**src/rtl/fc_frame_tx_pkg.sv**
```systemverilog
// -----------------------------------------------------------------------------
// fc_frame_tx_pkg
// Shared definitions for the Fibre Channel frame transmit path:
//   - negative-disparity ordered-set encodings (IDLE, SOFn3, EOFn, EOFa)
//   - K-flag patterns for ordered sets and data words
//   - CRC-32 polynomial / seed and a bit-reverse helper
//   - frame transmitter state enumeration
// No ports (package).
// -----------------------------------------------------------------------------
package fc_frame_tx_pkg;

    // Ordered sets: K28.5 in the top byte followed by three data characters.
    localparam logic [31:0] PRIM_IDLE  = 32'hBC95_B5B5;  // K28.5 D21.4 D21.5 D21.5
    localparam logic [31:0] PRIM_SOFN3 = 32'hBCB5_D6D6;  // K28.5 D21.5 D22.6 D22.6
    localparam logic [31:0] PRIM_EOFN  = 32'hBC95_D5D5;  // K28.5 D21.4 D21.6 D21.6
    localparam logic [31:0] PRIM_EOFA  = 32'hBC95_F5F5;  // K28.5 D21.4 D21.7 D21.7

    localparam logic [3:0] K_PRIM = 4'b1000;
    localparam logic [3:0] K_DATA = 4'b0000;

    localparam logic [31:0] CRC_POLY = 32'h04C1_1DB7;
    localparam logic [31:0] CRC_INIT = 32'hFFFF_FFFF;

    function automatic logic [31:0] bit_rev32(input logic [31:0] v);
        logic [31:0] r;
        for (int i = 0; i < 32; i++) begin
            r[i] = v[31-i];
        end
        return r;
    endfunction

    // The CRC register is kept in reflected (LSB-first) form.
    localparam logic [31:0] CRC_POLY_REFL = bit_rev32(CRC_POLY);

    typedef enum logic [2:0] {
        ST_GAP,
        ST_IDLE,
        ST_SOF,
        ST_DATA,
        ST_CRC,
        ST_EOF,
        ST_DISCARD
    } fc_tx_state_e;

endpackage

```
**src/rtl/fc_frame_tx_if.sv**
```systemverilog
// -----------------------------------------------------------------------------
// fc_frame_tx_if
// Avalon-ST style user transmit bus into the frame transmitter.
//   usertx_data          32-bit frame word (header then payload)
//   usertx_valid         word qualifier
//   usertx_startofpacket first word of a frame
//   usertx_endofpacket   last word of a frame
//   usertx_ready         sink ready; a word moves on valid & ready
// Modports: master = frame source, slave = frame transmitter.
// -----------------------------------------------------------------------------
interface fc_frame_tx_if;

    logic [31:0] usertx_data;
    logic        usertx_valid;
    logic        usertx_startofpacket;
    logic        usertx_endofpacket;
    logic        usertx_ready;

    modport master (
        output usertx_data,
        output usertx_valid,
        output usertx_startofpacket,
        output usertx_endofpacket,
        input  usertx_ready
    );

    modport slave (
        input  usertx_data,
        input  usertx_valid,
        input  usertx_startofpacket,
        input  usertx_endofpacket,
        output usertx_ready
    );

endinterface

```
**src/rtl/fc_crc32.sv**
```systemverilog
// -----------------------------------------------------------------------------
// fc_crc32
// Combinational one-word CRC-32 update, shared by the TX generator and the
// RX checker.
//   data    32-bit word; bytes consumed [31:24] first, then [23:16], [15:8],
//           [7:0]
//   crc_in  current CRC register (reflected form)
//   crc_out CRC register after folding in all four bytes
// Bits inside each byte are shifted LSB-first against the reflected
// polynomial, the usual FC/Ethernet CRC bit order; the transmitted CRC is
// ~crc_out after the last word (a zero word from the seed gives 0x2144DF1C).
// -----------------------------------------------------------------------------
module fc_crc32
    import fc_frame_tx_pkg::*;
(
    input  logic [31:0] data,
    input  logic [31:0] crc_in,
    output logic [31:0] crc_out
);

    logic [31:0] c;

    always_comb begin
        c = crc_in;
        for (int k = 0; k < 4; k++) begin
            c[7:0] = c[7:0] ^ data[31-8*k -: 8];
            for (int j = 0; j < 8; j++) begin
                if (c[0]) begin
                    c = (c >> 1) ^ CRC_POLY_REFL;
                end else begin
                    c = c >> 1;
                end
            end
        end
        crc_out = c;
    end

endmodule

```
**src/rtl/fc_frame_tx.sv**
```systemverilog
// -----------------------------------------------------------------------------
// fc_frame_tx
// Fibre Channel frame transmitter. Wraps user frames from an Avalon-ST source
// into SOFn3 / data / CRC / EOFn, pads with IDLE words, and aborts frames with
// EOFa on underrun, oversize, link loss or an unexpected start of packet.
//
// Parameters
//   MIN_GAP   minimum IDLE words between an EOF and the next SOF
//   MAX_WORDS maximum header+payload words per frame
// Ports
//   clk             single clock
//   reset_n         asynchronous active-low reset
//   usertx          user transmit bus (slave side)
//   link_active     port state machine is in the active state
//   tx_data         registered transmission word
//   tx_datak        per-byte K flags for tx_data
//   frames_ok       saturating count of frames closed with EOFn
//   frames_aborted  saturating count of frames closed with EOFa
// -----------------------------------------------------------------------------
module fc_frame_tx
    import fc_frame_tx_pkg::*;
#(
    parameter int unsigned MIN_GAP   = 6,
    parameter int unsigned MAX_WORDS = 534
) (
    input  logic               clk,
    input  logic               reset_n,
    fc_frame_tx_if.slave       usertx,
    input  logic               link_active,
    output logic [31:0]        tx_data,
    output logic [3:0]         tx_datak,
    output logic [31:0]        frames_ok,
    output logic [31:0]        frames_aborted
);

    localparam int unsigned GAP_W  = (MIN_GAP > 1) ? $clog2(MIN_GAP + 1) : 1;
    localparam int unsigned WCNT_W = $clog2(MAX_WORDS + 1);

    localparam logic [GAP_W-1:0]  GAP_LAST  = GAP_W'(MIN_GAP - 1);
    localparam logic [WCNT_W-1:0] WCNT_MAX  = WCNT_W'(MAX_WORDS);

    fc_tx_state_e      state_q, state_d;
    logic [GAP_W-1:0]  gap_cnt_q, gap_cnt_d;
    logic [WCNT_W-1:0] wcnt_q, wcnt_d;
    logic [31:0]       crc_q, crc_d;
    logic [31:0]       tx_data_q, tx_data_d;
    logic [3:0]        tx_datak_q, tx_datak_d;
    logic [31:0]       frames_ok_q, frames_ok_d;
    logic [31:0]       frames_aborted_q, frames_aborted_d;

    logic [31:0] crc_next;
    logic        ready_c;
    logic        abort_c;
    logic        ok_c;
    logic        sop_valid;

    function automatic logic [31:0] sat_inc(input logic [31:0] v);
        return (v == 32'hFFFF_FFFF) ? v : v + 32'd1;
    endfunction

    fc_crc32 u_crc (
        .data    (usertx.usertx_data),
        .crc_in  (crc_q),
        .crc_out (crc_next)
    );

    assign sop_valid = usertx.usertx_valid & usertx.usertx_startofpacket;

    always_comb begin
        state_d    = state_q;
        gap_cnt_d  = gap_cnt_q;
        wcnt_d     = wcnt_q;
        crc_d      = crc_q;
        tx_data_d  = PRIM_IDLE;
        tx_datak_d = K_PRIM;
        ready_c    = 1'b0;
        abort_c    = 1'b0;
        ok_c       = 1'b0;

        case (state_q)
            ST_GAP: begin
                gap_cnt_d = gap_cnt_q + GAP_W'(1);
                if (gap_cnt_q >= GAP_LAST) begin
                    gap_cnt_d = '0;
                    // A pending SOP skips the extra IDLE-state word so that
                    // back-to-back frames see exactly MIN_GAP IDLEs.
                    if (sop_valid && link_active) begin
                        state_d = ST_SOF;
                    end else begin
                        state_d = ST_IDLE;
                    end
                end
            end

            ST_IDLE: begin
                // Stray words without SOP are drained; the SOP word is left
                // on the bus for DATA to pick up.
                ready_c = !sop_valid;
                if (sop_valid && link_active) begin
                    state_d = ST_SOF;
                end
            end

            ST_SOF: begin
                if (!link_active) begin
                    abort_c = 1'b1;
                    state_d = ST_DISCARD;
                end else begin
                    tx_data_d = PRIM_SOFN3;
                    crc_d     = CRC_INIT;
                    wcnt_d    = '0;
                    state_d   = ST_DATA;
                end
            end

            ST_DATA: begin
                if (!link_active || (wcnt_q == WCNT_MAX) || !usertx.usertx_valid) begin
                    abort_c = 1'b1;
                    state_d = ST_DISCARD;
                end else if (usertx.usertx_startofpacket && (wcnt_q != '0)) begin
                    // A new frame started mid-frame: close this one and let
                    // the SOP word begin the next frame after the gap.
                    abort_c = 1'b1;
                    state_d = ST_GAP;
                end else begin
                    ready_c    = 1'b1;
                    tx_data_d  = usertx.usertx_data;
                    tx_datak_d = K_DATA;
                    crc_d      = crc_next;
                    wcnt_d     = wcnt_q + WCNT_W'(1);
                    if (usertx.usertx_endofpacket) begin
                        state_d = ST_CRC;
                    end
                end
            end

            ST_CRC: begin
                if (!link_active) begin
                    abort_c = 1'b1;
                    state_d = ST_DISCARD;
                end else begin
                    tx_data_d  = ~crc_q;
                    tx_datak_d = K_DATA;
                    state_d    = ST_EOF;
                end
            end

            ST_EOF: begin
                // Link loss here is ignored: the frame is already complete.
                tx_data_d = PRIM_EOFN;
                ok_c      = 1'b1;
                state_d   = ST_GAP;
            end

            ST_DISCARD: begin
                ready_c = !sop_valid;
                if (sop_valid) begin
                    state_d = ST_GAP;
                end else if (usertx.usertx_valid && usertx.usertx_endofpacket) begin
                    state_d = ST_GAP;
                end
            end

            default: begin
                state_d = ST_GAP;
            end
        endcase

        if (abort_c) begin
            tx_data_d  = PRIM_EOFA;
            tx_datak_d = K_PRIM;
        end

        frames_ok_d      = ok_c    ? sat_inc(frames_ok_q)      : frames_ok_q;
        frames_aborted_d = abort_c ? sat_inc(frames_aborted_q) : frames_aborted_q;
    end

    always_ff @(posedge clk or negedge reset_n) begin
        if (!reset_n) begin
            state_q          <= ST_GAP;
            gap_cnt_q        <= '0;
            wcnt_q           <= '0;
            crc_q            <= CRC_INIT;
            tx_data_q        <= PRIM_IDLE;
            tx_datak_q       <= K_PRIM;
            frames_ok_q      <= '0;
            frames_aborted_q <= '0;
        end else begin
            state_q          <= state_d;
            gap_cnt_q        <= gap_cnt_d;
            wcnt_q           <= wcnt_d;
            crc_q            <= crc_d;
            tx_data_q        <= tx_data_d;
            tx_datak_q       <= tx_datak_d;
            frames_ok_q      <= frames_ok_d;
            frames_aborted_q <= frames_aborted_d;
        end
    end

    assign usertx.usertx_ready = ready_c;
    assign tx_data             = tx_data_q;
    assign tx_datak            = tx_datak_q;
    assign frames_ok           = frames_ok_q;
    assign frames_aborted      = frames_aborted_q;

endmodule

```
**src/flat_wrapper.sv**
```systemverilog
// flat-port wrapper written by rule: the top's interface ports become plain ports
module fc_frame_tx_flat import fc_frame_tx_pkg::*;
#(
    parameter int unsigned MIN_GAP   = 6,
    parameter int unsigned MAX_WORDS = 534
)
  (clk, reset_n, link_active, tx_data, tx_datak, frames_ok, frames_aborted, usertx_usertx_data, usertx_usertx_valid, usertx_usertx_startofpacket, usertx_usertx_endofpacket, usertx_usertx_ready);
  fc_frame_tx_if usertx_i ();
  input  logic clk;
  input  logic reset_n;
  input  logic link_active;
  output logic [31:0] tx_data;
  output logic [3:0] tx_datak;
  output logic [31:0] frames_ok;
  output logic [31:0] frames_aborted;
  input wire logic [$bits(usertx_i.usertx_data)-1:0] usertx_usertx_data;
  input wire logic [$bits(usertx_i.usertx_valid)-1:0] usertx_usertx_valid;
  input wire logic [$bits(usertx_i.usertx_startofpacket)-1:0] usertx_usertx_startofpacket;
  input wire logic [$bits(usertx_i.usertx_endofpacket)-1:0] usertx_usertx_endofpacket;
  output wire logic [$bits(usertx_i.usertx_ready)-1:0] usertx_usertx_ready;
  assign usertx_i.usertx_data = usertx_usertx_data;
  assign usertx_i.usertx_valid = usertx_usertx_valid;
  assign usertx_i.usertx_startofpacket = usertx_usertx_startofpacket;
  assign usertx_i.usertx_endofpacket = usertx_usertx_endofpacket;
  assign usertx_usertx_ready = usertx_i.usertx_ready;
  fc_frame_tx #(.MIN_GAP(MIN_GAP), .MAX_WORDS(MAX_WORDS)) u_core (.clk(clk), .reset_n(reset_n), .usertx(usertx_i), .link_active(link_active), .tx_data(tx_data), .tx_datak(tx_datak), .frames_ok(frames_ok), .frames_aborted(frames_aborted));
endmodule
```
**config.mk**
```make
export PLATFORM = sky130hd
export DESIGN_NAME = fc_frame_tx_flat
export DESIGN_NICKNAME = d
export VERILOG_FILES = /design/src/rtl/fc_frame_tx_pkg.sv /design/src/rtl/fc_frame_tx_if.sv /design/src/rtl/fc_crc32.sv /design/src/rtl/fc_frame_tx.sv /design/src/flat_wrapper.sv
export SDC_FILE = /design/constraint.sdc
export NUM_CORES = 1
export LEC_CHECK = 0
export ABC_AREA = 1
export BUFFER_PORTS_ARGS = -buffer_cell sky130_fd_sc_hd__buf_2
export CAP_MARGIN = 20
export CELL_PAD_IN_SITES_DETAIL_PLACEMENT = 1
export CELL_PAD_IN_SITES_GLOBAL_PLACEMENT = 1
export CORE_MARGIN = 4
export CORE_UTILIZATION = 40
export DETAILED_ROUTE_END_ITERATION = 8
export GPL_TIMING_DRIVEN = 0
export HOLD_SLACK_MARGIN = 0.12
export PLACE_DENSITY = 0.76
export SYNTH_ARGS = -nofsm -noshare
export SYNTH_HDL_FRONTEND = slang
export SYNTH_SLANG_ARGS = --single-unit
```
**constraint.sdc**
```tcl
create_clock -name clk -period 3.7 [get_ports clk]
set_input_delay 0.185 -clock clk [delete_from_list [all_inputs] [get_ports clk]]
set_output_delay 0.185 -clock clk [all_outputs]
set_load 0.01 [all_outputs]
```
# Word-level counts from Yosys, hierarchy flattened
# Cells that the tools add are included.
[word_totals] out_inout_bits=101 word_cells=157 reg_bits=148
[op_classes] eq_ne=16 n_bitwise=40 addsub=4 mux=71 order_cmp=1 reduce_logical=17
[op_table] operator="$mux W32" count=39
[op_table] operator="$not A13 Y14" count=32
[op_table] operator="$pmux W32 S4" count=1
[op_table] operator="$add A32 B1 Y32 const B" count=2
[op_table] operator="$eq A32 B32 Y1 const B" count=2
[op_table] operator="$pmux W32 S2" count=1
[op_table] operator="$not A32 Y32" count=1
[op_table] operator="$xor A8 B8 Y8" count=4
[op_table] operator="$mux W10" count=3
[op_table] operator="$mux W3" count=9
[op_table] operator="$mux W22" count=1
[op_table] operator="$pmux W10 S2" count=1
[op_table] operator="$pmux W3 S6" count=1
[op_table] operator="$mux W4" count=4
[op_table] operator="$add A10 B1 Y10 const B" count=1
[op_table] operator="$eq A10 B10 Y1 const B" count=1
[op_table] operator="$reduce_bool A10 Y1" count=1
[op_table] operator="$eq A3 B3 Y1 const B" count=3
[op_table] operator="$pmux W4 S2" count=1
[op_table] operator="$reduce_and A4 Y1" count=2
[op_table] operator="$eq A3 B2 Y1 const B" count=2
[op_table] operator="$mux W1" count=6
[op_table] operator="$ne A2 B2 Y1 const B" count=3
[op_table] operator="$mux W2" count=2
[op_table] operator="16 further kinds" count=26

# Depth between registers and ports, before layout
[depth] depth_word=71 ltp_mapped=31 depth_no_buf=30

# By module
# Synthesis repeated with hierarchy kept, for this count alone.
[hier_totals] cells_unflattened=1991 hier_area_um2=12887.4
[modules_own_cells] mod="fc_frame_tx" instances=1 cells_each=1091 area_per_inst_um2=8115.3
[modules_own_cells] mod="fc_crc32" instances=1 cells_each=900 area_per_inst_um2=4772.1

# Worst setup path before layout
# Ideal clock, no wire load.
[synth_path] path_type="flip-flop to flip-flop" start="register u_core.frames_ok_q[0], in the netlist u_core.frames_ok[0]" end="register u_core.frames_ok_q[29], in the netlist u_core.frames_ok[29]" stages_incl_launch_ff=22 arrival_time_ns=2.725 synth_period_minus_slack_ns=2.804 path_slack_ns=0.896 path_cell_list="dfrtp_1 ha_1 nand2_1 nor3_1 nand2_1 nor2_1 nand2_1 nand2_1 inv_2 nand2_1 nor2_1 nand3_1 nor2_1 nand3_1 nor2_2 nand2_1 nor2_1 nand2_1 nor3_2 nand2_1 nor2_1 xor2_1"
[synth_via] elab_chain_cells=3 word_cells_on_any_way=4 cone_classes="add/sub (1); eq/ne (1); bitwise (1); reduce/logical (1)"
[synth_rtl] element="start, declared" line_no="fc_frame_tx.sv:48" text="logic [31:0] frames_ok_q, frames_ok_d;"
[synth_rtl] element="start signal, assigned" line_no="fc_frame_tx.sv:195" text="frames_ok_q <= frames_ok_d;"
[synth_rtl] element="parallel branches: the longest is 3 deep, another holds $add A32 B1 Y32"
# Several ways; the timed one is not identified.
# A chain may end at the register's enable or synchronous reset.

# Worst setup path after layout
[layout_path] start="register u_core.crc_q[1]" end="register u_core.crc_q[5]"
[layout_via] elab_chain_cells=48 word_cells_on_any_way=62 cone_classes="mux (35); bitwise (27)"
[layout_rtl] element="start, declared" line_no="fc_frame_tx.sv:45" text="logic [31:0] crc_q, crc_d;"
[layout_rtl] element="start signal, assigned" line_no="fc_frame_tx.sv:192" text="crc_q <= crc_d;"
[layout_rtl] element="$xor A8 B8 Y8 (*)" line_no="fc_crc32.sv:26" text="c[7:0] = c[7:0] ^ data[31-8*k -: 8];"
[layout_rtl] element="$mux W32 (*) (3 in series)" line_no="fc_crc32.sv:28" text="if (c[0]) begin"
[layout_rtl] element="$not A13 Y14 (no line)"
[layout_rtl] element="$mux W32 (*)" line_no="fc_crc32.sv:28"
[layout_rtl] element="$not A13 Y14 (no line)"
[layout_rtl] element="$mux W32 (*) (2 in series)" line_no="fc_crc32.sv:28"
[layout_rtl] element="$not A13 Y14 (no line)"
[layout_rtl] element="$mux W32 (*)" line_no="fc_crc32.sv:28"
[layout_rtl] element="[22 not listed]"
[layout_rtl] element="$mux W32 (*) (2 in series)" line_no="fc_crc32.sv:28"
[layout_rtl] element="$xor A8 B8 Y8" line_no="fc_crc32.sv:26"
[layout_rtl] element="$mux W32 (*)" line_no="fc_crc32.sv:28"
[layout_rtl] element="$not A13 Y14 (no line)"
[layout_rtl] element="$mux W32 (*) (7 in series)" line_no="fc_crc32.sv:28"
[layout_rtl] element="$mux W32 (*)" line_no="fc_frame_tx.sv:120" text="end else if (usertx.usertx_startofpacket && (wcnt_q != '0)) begin"
[layout_rtl] element="$mux W32 (*)" line_no="fc_frame_tx.sv:117" text="if (!link_active || (wcnt_q == WCNT_MAX) || !usertx.usertx_valid) begin"
[layout_rtl] element="$pmux W32 S2 (*)" line_no="fc_frame_tx.sv:80" text="case (state_q)"
# Every way passes the cells marked *; elsewhere a longest branch is shown, timed or not. The select of a mux whose other input is x is not followed.

==> run metrics <==
average vias per placed instance=~5.2; Total Die Area=between 30000 and 40000 um2; total core area=a little under 30000 um2; largest driver fanout on the critical path=8; Syn Inst Count=roughly 1700; post-synthesis register bit count=between 100 and 150; first-pass GRT wire length=~69 mm; initial DRC count=between 700 and 800; total I/O pin count=~140; maximum number of pins on one net before global-route repair=76; Max-slew headroom=0.514; clock period minus worst slack=between 3 and 4 ns; Avg Cell Area, Syn=about 7 um2; residual antenna-violating net count after detailed routing=0; Cell Area, Synth=about 12000 um2; cell with the biggest individual delay on the critical path=dfstp_2; Setup Crit Path Kind=reg2reg; gr usage total=0.268; post-synth top area cell=dfrtp_1; kind of cell adding the most delay to the critical path=simple AND/OR/NAND/NOR gates; number of cells in the finished layout apart from fillers=2280; number of vias after detailed routing=approximately 12000; type of element capturing the critical path=register; count of yosys warnings during synthesis=0; antenna violations before repair=0; min setup slack post-route=~0.18 ns; final worst-path cycle share=0.952; Critical Path RT=between 4 and 5 ns; number of global-route vias before repair=roughly 12000; clock slew at the register clock pins of the worst setup and hold paths=around 0.070 ns; number of max-capacitance violations reported=0; class of the most critical hold timing path=in2reg; share of flip-flops with an asynchronous set or reset=1.00; number of failing hold endpoints at the final stage=0; final wirelength=between 40 and 50 mm; post-placement setup slack=-0.0780 ns; most common cell after layout, fill and taps aside=nand2_1; Cell Rows=62; area occupied by multi-input gates=7610 um2; outcome=completed; # placed instances=2195; half-perimeter wire length of the detailed placement result=about 35 mm; critical path cell sequence=nand2_1 > nand2_4 > nand2_1 > nand2_2 > nand2_1 > nand2_2 > xor2_1 > xor2_1 > xor2_1 > inv_1 > nand2_2 > nand2_4 > inv_4 > nand2_1 > nand2_2 > inv_1 > nand2_1 > nand3_1 > nand2_1 > inv_1; part of the Yosys area used for sequential elements=0.312; nature of the critical path startpoint=register; setup clock skew after layout=between 0.015 and 0.02 ns; H-tree level count=4; area share of the leading cell type in the synthesized netlist=0.197; Initial Utilization=0.409; Top cell by count, worst path=nand2_1; port buffer count=134; routed len/inst=around 20 um; iteration count of the initial detailed-routing pass=5; worst stage delay on the critical path=0.58 ns; remaining routing DRC violations=0; number of sinks on the clock net=about 150; leading cell types in the layout, fill and taps excluded=527 x nand2_1, 170 x inv_1, 158 x nand3_1; RSZ-0062 raised after global routing=yes; actual slew at the worst max-slew pin=about 0.73 ns; antenna cells=0; CTS root buf=clkbuf_16; Area Growth Syn to Fin=22.4%; TritonCTS buffer count=17; DIE WIDTH=180 um; layout cell share with drive strength beyond 1=0.249; Longest Clk Path Bufs=2; TritonCTS clock tree=built; weighted congestion at the end of routability-driven global placement=a little over 0.9; arrival time reported for the critical path endpoint=between 3 and 4 ns; clock insertion delay at the later pin of the skew report=between 0.4 and 0.5 ns; Buffers & Inverters on Critical Path=4; Area contributors post-synth=dfrtp_1 20%, nand2_1 18%, dfstp_2 12%; Highest Clock Rate=between 0.2 and 0.3 GHz; flip-flop cell with the highest count after synthesis=dfrtp_1; Final Max Tran Viols=0; height of the chip=between 150 and 200 um; total congestion overflow=0; number of setup violations in the final report=0; final-layout fill cell count=roughly 3800; storage element area=about 3700 um2; count of flip-flops with a built-in enable after synthesis=0; post-layout net count=1928; count of unique library cells instantiated by Yosys=52
-- sequential cells by signal (all words and copies together) (netlist names) --
register               count
u_core.tx_data            32
u_core.state_q             3
u_core.crc_q              32
u_core.wcnt_q             10
u_core.tx_datak            1
u_core.frames_ok          32
u_core.gap_cnt_q           3
u_core.frames_aborted     32
-- tightest hold or removal path, stage by stage --
cell and delay [ns]:
buf_2 0.17, a21oi_1 0.10, nand3_1 0.08
-- timing repair --
item,in CTS,in global routing
hold endpoints to repair,75,0
gates resized for setup,3,80
hold buffers,24,0
pin swaps,0,17
setup buffers,0,29
endpoints found under the setup margin,8,34
-- routing by layer --
layer,GRT usage,up-vias,share of wire
li1,-,5678,-
met2,0.457,282,0.48
met3,0.0344,68,0.044
met1,0.354,5927,0.44
met5,0,-,0
met4,0.0878,0,0.032
-- cells by family after synthesis --
| kind of cell | Yosys count | share of synthesized area |
|---|---|---|
| simple gates | 987 | 0.387 |
| buf+inv | 223 | 0.0753 |
| xor+xnor | 204 | 0.164 |
| flops | 145 | 0.312 |
| compound gates | 107 | 0.0533 |
| fa+ha+maj | 7 | 0.00740 |
| other cells | 1 | 0.000317 |
-- final cells by class --
class	count	share of cell area
well taps	384	0.0332
multi-input cells	1308	0.526
inverters	201	0.0535
plain buffers	22	0.00959
repair buffers	188	0.0820
clock inverters	9	0.00639
flip-flops and latches	145	0.255
clock buffers	23	0.0346
-- Yosys cell counts (all sizes together) (4+ instances only) --
cell type and n:
or2 13, nand3 174, dfstp 52, nand4 15, nand2 655, o211ai 16, nor4 11, o22ai 10
o21ai 44, nor3 25, clkbuf 10, xnor2 45, nor2 89, a21oi 22, ha 7, a31oi 4
inv 200, xor2 159, buf 12, dfrtp 93
-- stage by stage --
stage / util / setup TNS (ns) / cell area [um2] / hold slack (ns)
final: 0.500 / 0 / 14500 / 0.150
after floorplan: - / 0 / 11800 / -0.111
after detailed placement: 0.450 / -0.126 / 13000 / 0.238
after global routing: 0.500 / -0.210 / 14500 / 0.124
after global placement: 0.449 / 0 / 13000 / 0.440
after CTS: 0.479 / 0 / 13900 / 0.122
-- final timing paths --
| path | from | to | slack [ns] | cells after the start |
|---|---|---|---|---|
| worst min-delay path | usertx_usertx_data[13] | u_core.tx_data[13] | 0.15 | 3 |
| worst max register to register | u_core.crc_q[1] | u_core.crc_q[5] | 0.18 | 20 |
| worst min register to register | u_core.crc_q[24] | u_core.crc_q[24] | 0.50 | 2 |
| max in group asynchronous | reset_n | u_core.crc_q[13] | 2.55 | 3 |
| worst max-delay path | u_core.crc_q[1] | u_core.crc_q[5] | 0.18 | 20 |
| min in group asynchronous | reset_n | u_core.frames_aborted[13] | 0.32 | 2 |
Power is not shown: default switching activity piles up to over one toggle a cycle in this logic, so the estimate is an artifact.
